[src/rtl/scmp_status_reg.sv]
// SC/MP status register: ALU flag capture, CAS writes, the interrupt-enable bit,
// the F2..F0 user flags and the sense-pin synchronisers feeding interrupt qualification.
module scmp_status_reg #(
    parameter int SYNC_STAGES = 2
) (
    input  logic       clk_i,
    input  logic       rst_i,
    input  logic       alu_cy_i,
    input  logic       alu_ov_i,
    input  logic       alu_hcy_i,
    input  logic       ld_cy_i,
    input  logic       ld_ov_i,
    input  logic       ld_hcy_i,
    input  logic       sr_wr_i,
    input  logic [7:0] sr_d_i,
    input  logic       ien_i,
    input  logic       dint_i,
    input  logic       int_ack_i,
    input  logic       sense_a_i,
    input  logic       sense_b_i,
    output logic [7:0] sr_o,
    output logic       cy_o,
    output logic       ov_o,
    output logic       hcy_o,
    output logic [2:0] flag_o,
    output logic       int_req_o
);

    logic                   r_cy;
    logic                   r_ov;
    logic                   r_hcy;
    logic                   r_ie;
    logic [2:0]             r_f;
    logic [SYNC_STAGES-1:0] r_sa_sync;
    logic [SYNC_STAGES-1:0] r_sb_sync;

    logic                   w_cy_nxt;
    logic                   w_ov_nxt;
    logic                   w_hcy_nxt;
    logic                   w_ie_nxt;
    logic [2:0]             w_f_nxt;
    logic                   w_sa_last;
    logic                   w_sb_last;

    // Next-state selection; a CAS write overrides ALU captures, an acknowledge overrides everything on IE.
    always_comb begin
        w_cy_nxt  = r_cy;
        w_ov_nxt  = r_ov;
        w_hcy_nxt = r_hcy;
        w_ie_nxt  = r_ie;
        w_f_nxt   = r_f;
        if (sr_wr_i) begin
            w_cy_nxt = sr_d_i[7];
            w_ov_nxt = sr_d_i[6];
            w_f_nxt  = sr_d_i[2:0];
        end else begin
            if (ld_cy_i) begin
                w_cy_nxt = alu_cy_i;
            end else begin
                w_cy_nxt = r_cy;
            end
            if (ld_ov_i) begin
                w_ov_nxt = alu_ov_i;
            end else begin
                w_ov_nxt = r_ov;
            end
        end
        if (ld_hcy_i) begin
            w_hcy_nxt = alu_hcy_i;
        end else begin
            w_hcy_nxt = r_hcy;
        end
        if (int_ack_i) begin
            w_ie_nxt = 1'b0;
        end else if (sr_wr_i) begin
            w_ie_nxt = sr_d_i[3];
        end else if (dint_i) begin
            w_ie_nxt = 1'b0;
        end else if (ien_i) begin
            w_ie_nxt = 1'b1;
        end else begin
            w_ie_nxt = r_ie;
        end
    end

    // Architectural state and sense synchronisers; synchronisers shift regardless of strobes.
    always_ff @(posedge clk_i) begin
        if (rst_i) begin
            r_cy      <= 1'b0;
            r_ov      <= 1'b0;
            r_hcy     <= 1'b0;
            r_ie      <= 1'b0;
            r_f       <= 3'b000;
            r_sa_sync <= {SYNC_STAGES{1'b0}};
            r_sb_sync <= {SYNC_STAGES{1'b0}};
        end else begin
            r_cy      <= w_cy_nxt;
            r_ov      <= w_ov_nxt;
            r_hcy     <= w_hcy_nxt;
            r_ie      <= w_ie_nxt;
            r_f       <= w_f_nxt;
            r_sa_sync <= {r_sa_sync[SYNC_STAGES-2:0], sense_a_i};
            r_sb_sync <= {r_sb_sync[SYNC_STAGES-2:0], sense_b_i};
        end
    end

    assign w_sa_last = r_sa_sync[SYNC_STAGES-1];
    assign w_sb_last = r_sb_sync[SYNC_STAGES-1];

    assign sr_o      = {r_cy, r_ov, w_sb_last, w_sa_last, r_ie, r_f};
    assign cy_o      = r_cy;
    assign ov_o      = r_ov;
    assign hcy_o     = r_hcy;
    assign flag_o    = r_f;
    assign int_req_o = r_ie & w_sa_last;

endmodule

[config.mk]
export PLATFORM = sky130hd
export DESIGN_NAME = scmp_status_reg
export DESIGN_NICKNAME = d
export VERILOG_FILES = /design/src/rtl/scmp_status_reg.sv
export SDC_FILE = /design/constraint.sdc
export NUM_CORES = 1
export LEC_CHECK = 0
export BUFFER_PORTS_ARGS = -buffer_cell sky130_fd_sc_hd__buf_2
export CAP_MARGIN = 20
export CORE_UTILIZATION = 25
export DETAILED_ROUTE_END_ITERATION = 8
export GPL_TIMING_DRIVEN = 0
export PLACE_DENSITY = 0.56
export SLEW_MARGIN = 20
export SYNTH_ARGS = -nofsm -noshare
export SYNTH_HDL_FRONTEND = slang
export SYNTH_SLANG_ARGS = --single-unit
[constraint.sdc]
create_clock -name clk_i -period 2.3 [get_ports clk_i]
set_input_delay 0.345 -clock clk_i [delete_from_list [all_inputs] [get_ports clk_i]]
set_output_delay 0.345 -clock clk_i [all_outputs]
set_load 0.01 [all_outputs]
After elaboration in Yosys (flattened, before gate mapping). Cells that the tools add are included.

$add $sub $neg: 0. $mul: 0. Divide/modulo/power cells: 0. $lt $le $gt $ge: 0. Equal/unequal tests: 0. Shifts and indexed selects: 0. Multiplexer cells: 7. Bitwise gates (word level): 1. Reduce and logical (&&, ||, !) cells: 4.

Operators by type and width (number): $mux W1 (7); $reduce_bool A2 Y1 (2); $reduce_bool A3 Y1 (1); $reduce_or A2 Y1 (1); $and A1 B1 Y1 (1).

Flip-flop bits (word level): 11. Latch bits: 0. RAM bits: 0. Bits in read-only memories: 0. Input bits: 22. Output and inout port bits: 15. Logic and storage cells: 19. Memories: 0.

Logic depth before layout (Yosys ltp). Gate-level depths: netlist of run 1.

Depth in word-level cells: 3. Gate-level depth with buffers: 4.

Least setup slack after synthesis of run 1. OpenSTA, ideal clock, no wires.

Kind: input-to-reg. From: in ld_cy_i. To: reg r_cy (netlist: cy_o). Arrival time: 0.771 ns. Setup slack: 1.411 ns. Cell stages on the path: 3. Cell sequence: mux2_4 > mux2i_1 > nor2_1.

Word-level cells in the longest chain between the ends: 1.

RTL lines: start: declaration (line 11) `input logic ld_cy_i,`; $reduce_bool A2 Y1 (no source line); end signal: assignment (line 97) `r_cy <= w_cy_nxt;`; end: declaration (line 29) `logic r_cy;`.

No other way between the ends. A chain may end at the register's enable or synchronous reset.

Worst setup path after layout of run 1.
From: reg r_ie. To: out int_req_o.

Word-level cells in the longest chain between the ends: 1.

RTL lines: start: declaration (line 32) `logic r_ie;`; start signal: assignment (line 100) `r_ie <= w_ie_nxt;`; $and A1 B1 Y1 (line 115) `assign int_req_o = r_ie & w_sa_last;`; end: declaration (line 26) `output logic int_req_o`.

No other way between the ends.

==> run_results.csv, run 1 <==
group,metric,value,unit
clock_network,htreeDepth,1,
finish,post_route_cells_drive_above_1_share,0.630,
worst_hold_path,min_path_type,"input port to flip-flop",
drt,drcViolationCount,0,
drt,ant_nets,0,
setup_path,worst_path_dominant_cell_family,"flip-flops",
global_routing,grt_usage,0.0930,
drt,wl_met3,92,um
synth,netlist_top_cells_count,"dfxtp_1, buf_4, mux2i_1, nor2_1, nor2b_1",
sta,fmax,828,MHz
setup_path,crit_buf_inv,1,
synth,synth.top_cells.by_area,"dfxtp_1, mux2i_1, buf_4, mux2_4, nor2b_1",
synth,synth_area_leader_cell,"dfxtp_1",
sta,timing.final.crit_share,0.525,
clock_network,ctsHoldBuffers,0,
setup_path,crit_path_start,"r_ie$_SDFFE_PP0P_",
synth,synthArstFlopShare,0,
place,dpl_cell_area,673,um2
finish,multi_input_area,180,um2
global_routing,grt_first_pass_wirelength,1340,um
synth,synth-main-ff-cell,"dfxtp_1",
floorplanning,initial_core_util,0.270,
drt,top_layer,"met3",
synth,ys_ff_latch,11,
synth,yosysMostFrequentCell,"dfxtp_1",
global_routing,grt_pass1_vias,328,
drt,drt_iter0_drc,0,
clock_network,clockBufferDepth,2,
global_routing,gr-total-overflow,0,
synth,syn_nets,66,
clock_network,insertion_delay,260,ps
sta,fin_setup_tns,0,ps
setup_path,rrSetupSlack,1420,ps
setup_path,path_cells,"and2_1 -> buf_2",
setup_path,crit_type,"flip-flop to primary output",
finish,final_area,699,um2
finish,nets,104,
synth,syn-cell-area,477,um2
clock_network,cts_resized,0,
synth,yosys_warnings,0,
global_routing,grt_max_degree,11,
setup_path,end_kind,"primary output",
setup_path,r2r-start,"cy_o$_SDFFE_PP0P_",
drt,wl_met1,370,um
clock_network,clk_pin_slew,70,ps
clock_network,cts_tree,"done",
setup_path,crit_path_end,"int_req_o",
drt,finalWirelength,885,um
drt,wl_per_cell,8.35,um
place,gp_congestion,0.625,
synth,synth-edff-count,0,
sta,finalSetupViolCount,0,
sta,fin_skew,1.16,ps
drt,firstDrtPassIters,1,
setup_path,cp-start-kind,"flip-flop",
synth,syn_inst,44,
power_and_ir_drop,p_leak,0.000387,uW
synth,syn_area_per_cell,10.8,um2
drt,viasPerCell,3.76,
power_and_ir_drop,peakVddDrop,306,uV
floorplanning,rows,15,
outcome,status,"finished clean",
clock_network,post_cts_buffers,0,
synth,synth_top_area_frac,0.462,
floorplanning,fp.dieW,45.7,um
setup_path,slowest_delay,360,ps
global_routing,antenna_found_initial,0,
finish,area_growth,46.7,%
synth,synth-seq-area-share,0.462,
setup_path,crit_required,1960,ps
floorplanning,die_h,45.7,um
clock_network,cts_made_buffers,3,
drt,wl_met2,422,um
flow_run,max_cap_violations,0,
synth,synthDistinctLibCells,13,
sta,hold_viol,0,
floorplanning,coreArea,0.00176,mm2
clock_network,cts-root-buf,"clkbuf_4",
finish,fillCellCount,191,
setup_path,crit_cells,2,
power_and_ir_drop,p_per_area,587,mW/mm2
floorplanning,ioPinCount,37,
worst_hold_path,hold_depth,2,
setup_path,crit_slowest_cell,"dfxtp_1",
sta,maxSlewViolCount,0,
sta,worst_pin_slew,195,ps
setup_path,reg2reg_to,"cy_o$_SDFFE_PP0P_",
sta,rsz0062_at_grt,"false",
sta,slew_headroom,0.870,
clock_network,cts_sinks,11,
finish,n_antenna_cell,0,
finish,ff_latch_area,220,um2
floorplanning,die_area,0.00209,mm2
setup_path,rr_worst_depth,3,
sta,finalCriticalPeriod,1210,ps
setup_path,crit_path_max_fanout,3,
place,io_buffer_count,33,
drt,num_vias,399,
setup_path,cp.arrival,860,ps
[state kept, by name (all words and copies together), names as in the netlist]
signal     flops
r_ie           1
cy_o           1
r_sb_sync      2
hcy_o          1
ov_o           1
r_sa_sync      2
flag_o         3
[cells by family after synthesis]
logic type	after synthesis	synth area share
simple gates	13	0.144
mux	8	0.189
flops	11	0.462
compound gates	2	0.0446
buf+inv	10	0.160
[per-layer routing]
layer,up-vias,global-route usage
li1,208,-
met1,167,0.0969
met2,24,0.157
met3,0,0.0238
met4,0,0.0727
met5,-,0
[through the flow]
step                      std cells  hold slack [ps]  setup slack, ps  total power [uW]   util
after global routing            106              238             1020               435  0.396
after floorplan                  44              414             1410               254      -
after detailed placement        102              424             1270               288  0.382
final                           106              243             1090               411  0.396
after CTS                       106              235             1070               420  0.396
after global placement          102              415             1270               286  0.382
[placed cells by master, fill, tap and decap left out]
cell type  Yosys  routed
buf_6          1       1
o21ai_2        1       1
and2_1         1       1
nand2_1        1       1
buf_2          1      34
mux2i_1        6       6
nor2b_1        4       4
a211oi_2       1       1
clkbuf_4       0       3
nor2_4         1       1
buf_4          8       8
nor2_1         6       6
dfxtp_1       11      11
mux2_4         2       2
clkbuf_1       0       1
[how the worst min path moves through the flow]
stage	startpoint	endpoint	slack [ps]
after floorplan	r_sa_sync[0]$_SDFF_PP0_	r_sa_sync[1]$_SDFF_PP0_	410
after CTS	rst_i	r_sb_sync[1]$_SDFF_PP0_	230
final	rst_i	r_sb_sync[1]$_SDFF_PP0_	240
after global placement	r_sb_sync[0]$_SDFF_PP0_	r_sb_sync[1]$_SDFF_PP0_	420
after detailed placement	r_sa_sync[0]$_SDFF_PP0_	r_sa_sync[1]$_SDFF_PP0_	420
after global routing	rst_i	r_sb_sync[1]$_SDFF_PP0_	240
[power breakdown]
group	switching [uW]	internal, uW	total [uW]
combinational	30.2	45.0	75.2
clock	61.8	67.0	129
sequential	5.86	201	207
[area by class of cell]
cell class	count	share of cell area
Buffer	10	0.109
Clock buffer	4	0.0376
Multi-Input combinational cell	23	0.258
Sequential cell	11	0.315
Tap cell	25	0.0447
Timing Repair Buffer	33	0.236
Power figures use the tool's default switching activity.
==> run 2, diff against run 1 <==
Settings changed: ABC_AREA set to 1, PLACE_DENSITY 0.56 to 0.59.
Clock period 2.3 ns to 1.1 ns, I/O delays scaled along.
==> run_results.csv, run 2 <==
group,metric,value,unit
synth,syn_nets,80,
power_and_ir_drop,p_int,644,uW
floorplanning,rows,14,
floorplanning,die_area,0.00197,mm2
setup_path,cp.arrival,830,ps
floorplanning,ioPinCount,37,
synth,synth.top_cells.by_area,"dfxtp_1, buf_4, nor2_1, inv_1, a21oi_1",
setup_path,rrSetupSlack,390,ps
power_and_ir_drop,p_per_area,1270,mW/mm2
clock_network,ctsHoldBuffers,0,
finish,largest_reg_flops,3,
clock_network,cts_tree,"done",
synth,synth_top_family_by_area,"buffers and inverters",
setup_path,crit_path_max_fanout,3,
synth,synth_top_area_frac,0.492,
finish,nets,119,
finish,layout.cells.most_common,"buf_2",
synth,synth_compound_area_frac,0.165,
synth,syn_inst,58,
power_and_ir_drop,power_frac_clock,0.314,
finish,area_growth,50.6,%
clock_network,cts_sinks,11,
synth,synthXorXnorAreaFrac,0,
clock_network,insertion_delay,260,ps
synth,synth-edff-count,0,
clock_network,htreeDepth,1,
outcome,status,"finished clean",
clock_network,cts_made_buffers,3,
worst_hold_path,min_path_type,"input port to flip-flop",
drt,firstDrtPassIters,4,
synth,syn_area_per_cell,7.72,um2
global_routing,gr-total-overflow,0,
place,dp_slack,366,ps
setup_path,path_cells,"buf_4 -> buf_2",
clock_network,post_cts_buffers,0,
flow_run,max_cap_violations,0,
setup_path,cp-start-kind,"flip-flop",
sta,fmax,1000,MHz
synth,syn-cell-area,448,um2
sta,timing.final.crit_share,0.908,
synth,synthArstFlopShare,0,
sta,slew_headroom,0.887,
sta,worst_pin_slew,168,ps
power_and_ir_drop,seqPwrFrac,0.507,
drt,viasPerCell,3.90,
drt,drt_iter0_drc,9,
drt,ant_nets,0,
drt,num_vias,468,
setup_path,slowest_delay,320,ps
sta,hold_viol,0,
finish,layout_common_cells,"buf_2, nor2_1, dfxtp_1",
setup_path,end_kind,"primary output",
global_routing,grt_first_pass_wirelength,1460,um
sta,fin_setup_tns,0,ps
drt,finalWirelength,992,um
sta,finalCriticalPeriod,999,ps
synth,synthDistinctLibCells,10,
global_routing,grt_max_degree,8,
power_and_ir_drop,p_sw,213,uW
synth,synth_area_leader_cell,"dfxtp_1",
global_routing,antenna_found_initial,0,
synth,synthAdderAreaFrac,0,
synth,netlist_top_cells_count,"dfxtp_1, nor2_1, inv_1",
drt,wl_per_cell,8.27,um
clock_network,cts_resized,0,
place,post-dp-hpwl,790,um
clock_network,clockBufferDepth,2,
floorplanning,coreArea,0.00159,mm2
synth,synth-main-ff-cell,"dfxtp_1",
sta,fin_skew,0.0679,ps
setup_path,crit_slowest_cell,"dfxtp_1",
floorplanning,fp.dieW,44.3,um
synth,ys_ff_latch,11,
drt,drcViolationCount,0,
finish,multi_input_area,126,um2
sta,maxSlewViolCount,0,
global_routing,grt_usage,0.105,
synth,synth-seq-area-share,0.492,
sta,rsz0062_at_grt,"false",
place,io_buffer_count,34,
floorplanning,initial_core_util,0.281,
clock_network,cts-root-buf,"clkbuf_4",
synth,synth-simple-area-share,0.117,
finish,n_antenna_cell,0,
finish,fillCellCount,179,
power_and_ir_drop,swShare,0.248,
setup_path,crit_required,940,ps
sta,finalSetupViolCount,0,
setup_path,crit_type,"flip-flop to primary output",
global_routing,grt_pass1_vias,389,
finish,ff_latch_area,220,um2
power_and_ir_drop,peakVddDrop,565,uV
place,gp_congestion,0.627,
synth,muxShareOfSynthArea,0,
sta,worst_slack,101,ps
power_and_ir_drop,p_leak,0.000398,uW
finish,post_route_cells_drive_above_1_share,0.500,
power_and_ir_drop,combPwrFrac,0.179,
floorplanning,die_h,44.3,um
synth,yosys_warnings,0,
clock_network,clk_pin_slew,70,ps
-- run 2: changes by cell type in the layout (fill, tap and decap cells not counted), sizes merged, moves of 2 or more --
cell / change
nand2: +2
a21oi: +6
nor2b: -4
mux2: -2
mux2i: -6
inv: +11
o21ai: +7
nor2: +4
-- run 2: routing by layer --
layer  GRT usage  vias up  wire [um]
met5           0        -          0
li1            -      245          -
met4      0.0970        0         15
met1       0.106      202        416
met3      0.0286        2         76
met2       0.174       19        483
-- run 2: final timing paths --
| check | from | to | cells past startpoint |
|---|---|---|---|
| max | r_ie$_SDFFE_PP0P_ | sr_o[3] | 2 |
| min | ld_hcy_i | hcy_o$_SDFFE_PP0P_ | 2 |
| max reg2reg | r_ie$_SDFFE_PP0P_ | r_ie$_SDFFE_PP0P_ | 2 |
| min reg2reg | r_sa_sync[0]$_SDFF_PP0_ | r_sa_sync[1]$_SDFF_PP0_ | 2 |
-- run 2: cells by family after synthesis --
kind of cell           count (synthesis)
flip-flops                            11
AO/OA/AOI/OAI                         14
AND/OR/NAND/NOR                       14
buffers and inverters                 19
-- run 2: power groups by stage --
stage                     registers (uW)  clock network, uW  logic [uW]
after global routing                 438                297         168
after floorplan                      451                  0        69.0
after CTS                            434                281         155
after global placement               443                  0         150
after detailed placement             444                  0         154
final                                434                269         153
-- run 2: layout make-up --
class / count / share of cell area
clock buffers: 4 / 0.0390
inverters: 11 / 0.0612
repair buffers: 34 / 0.252
flip-flops and latches: 11 / 0.327
plain buffers: 8 / 0.0891
multi-input cells: 28 / 0.187
well taps: 24 / 0.0445
-- run 2: metrics by stage --
stage	power, uW	area (um2)	instances	utilization	hold slack, ps
finish	856	674	120	0.423	84.1
global route	904	674	120	0.423	82.5
CTS	870	674	120	0.423	75.8
detailed placement	598	648	116	0.407	367
global placement	594	648	116	0.407	357
floorplan	520	448	58	-	236
-- run 2: critical path: cells and delay by family (launching register included) --
kind,cells,cell delay (ps)
buffers and inverters,2,250
flip-flops,1,320
==> run 3, diff against run 2 <==
Settings changed: ABC_AREA 1 to unset, ABC_CLOCK_PERIOD_IN_PS set to 1100, PLACE_DENSITY 0.59 to 0.58, SLEW_MARGIN 20 to unset.
==> run_results.csv, run 3 (synthesis results as in run 1) <==
group,metric,value,unit
sta,maxSlewViolCount,0,
sta,hold_viol,0,
finish,layout.cells.most_common,"buf_2",
finish,layout_common_cells,"buf_2, dfxtp_1, buf_4",
setup_path,slowest_delay,360,ps
setup_path,r2r-start,"cy_o$_SDFFE_PP0P_",
place,gp_congestion,0.583,
worst_hold_path,min_from,"int_ack_i",
clock_network,htreeDepth,1,
finish,post_route_cells_drive_above_1_share,0.630,
sta,timing.final.crit_share,0.927,
setup_path,rrSetupSlack,230,ps
outcome,status,"finished clean",
worst_hold_path,hold_end,"r_ie$_SDFFE_PP0P_",
finish,n_antenna_cell,0,
clock_network,insertion_delay,260,ps
finish,final-instance-count-excl-fill,106,
clock_network,cts_tree,"done",
finish,largest_reg_flops,3,
place,dp.cells,102,
clock_network,cts_resized,0,
setup_path,crit_type,"flip-flop to primary output",
drt,viasPerCell,3.78,
setup_path,cp-start-kind,"flip-flop",
drt,num_vias,401,
floorplanning,fp.dieW,45.7,um
sta,finalSetupViolCount,0,
clock_network,post_cts_buffers,0,
finish,fillCellCount,192,
floorplanning,die_h,45.7,um
drt,wl_per_cell,8.08,um
finish,area_growth,46.7,%
place,io_buffer_count,33,
power_and_ir_drop,p_per_area,1220,mW/mm2
floorplanning,initial_core_util,0.270,
global_routing,grt_pass1_vias,302,
finish,ff_latch_area,220,um2
power_and_ir_drop,peakVddDrop,432,uV
power_and_ir_drop,p_leak,0.000387,uW
setup_path,crit_slowest_cell,"dfxtp_1",
floorplanning,coreArea,0.00176,mm2
sta,finalCriticalPeriod,1020,ps
floorplanning,rows,15,
global_routing,antenna_found_initial,0,
setup_path,reg2reg_to,"cy_o$_SDFFE_PP0P_",
global_routing,gr-total-overflow,0,
sta,fmax,981,MHz
global_routing,grt_max_degree,11,
drt,drt_iter0_drc,4,
clock_network,cts_made_buffers,3,
setup_path,end_kind,"primary output",
setup_path,crit_path_max_fanout,3,
drt,firstDrtPassIters,2,
setup_path,rr_worst_depth,3,
clock_network,cts-root-buf,"clkbuf_4",
setup_path,path_cells,"and2_1 -> buf_2",
global_routing,grt_first_pass_wirelength,1200,um
worst_hold_path,hold_depth,2,
drt,drcViolationCount,0,
worst_hold_path,min_path_type,"input port to flip-flop",
finish,nets,104,
clock_network,clk_pin_slew,70,ps
floorplanning,ioPinCount,37,
global_routing,grt_usage,0.0870,
sta,slew_headroom,0.874,
clock_network,cts_sinks,11,
floorplanning,die_area,0.00209,mm2
clock_network,ctsHoldBuffers,0,
power_and_ir_drop,power,854,uW
drt,finalWirelength,856,um
sta,fin_skew,0.252,ps
setup_path,cp.arrival,850,ps
sta,worst_pin_slew,189,ps
finish,multi_input_area,180,um2
setup_path,crit_path_start,"r_ie$_SDFFE_PP0P_",
drt,ant_nets,0,
sta,fin_setup_tns,0,ps
clock_network,clockBufferDepth,2,
sta,rsz0062_at_grt,"false",
setup_path,crit_required,940,ps
flow_run,max_cap_violations,0,
[run 3: cell count changes in the layout (fill, tap and decap cells not counted), moves of 3 or more]
cell	delta
a21oi_1	-6
nor2_1	-5
nor2b_1	+4
inv_1	-9
o21ai_1	-3
mux2i_1	+6
o21ai_0	-4
[run 3: worst max-delay path: cells and delay by family, from the launching register on]
kind                   cells  cell delay (ps)
DFF                        1              360
and+or+nand+nor            1              120
buffers and inverters      1              120
[run 3: report_power, final]
group          switching [uW]  internal (uW)  total (uW)  leakage [uW]
combinational            63.0           94.1         157      0.000281
clock                     126            140         266     0.0000150
sequential               11.4            420         432     0.0000909
total                     200            655         854      0.000387
[run 3: worst max-delay path by stage]
stage                        end  depth (start not counted)
5_1_grt                int_req_o                          2
6_report               int_req_o                          2
3_3_place_gp   ov_o$_SDFFE_PP0P_                          3
3_5_place_dp   cy_o$_SDFFE_PP0P_                          3
2_1_floorplan  cy_o$_SDFFE_PP0P_                          3
4_1_cts                int_req_o                          2
[run 3: final cells by class]
| type | count | share of cell area |
|---|---|---|
| multi-input cells | 23 | 0.258 |
| flip-flops and latches | 11 | 0.315 |
| repair buffers | 33 | 0.236 |
| plain buffers | 10 | 0.109 |
| well taps | 25 | 0.0447 |
| clock buffers | 4 | 0.0376 |
[run 3: metrics by stage]
stage	utilization	worst slack (ps)	hold slack, ps	area [um2]
global route	0.396	21.8	45.8	699
floorplan	-	237	237	477
detailed placement	0.382	232	337	673
global placement	0.382	244	332	673
CTS	0.396	65.0	55.6	699
finish	0.396	80.2	61.9	699
[run 3: routing by layer]
layer	GRT usage	vias to the layer above	routed length, um
met1	0.0889	170	365
met2	0.131	21	396
li1	-	210	-
met3	0.0437	0	94
met4	0.0727	0	0
met5	0	-	0
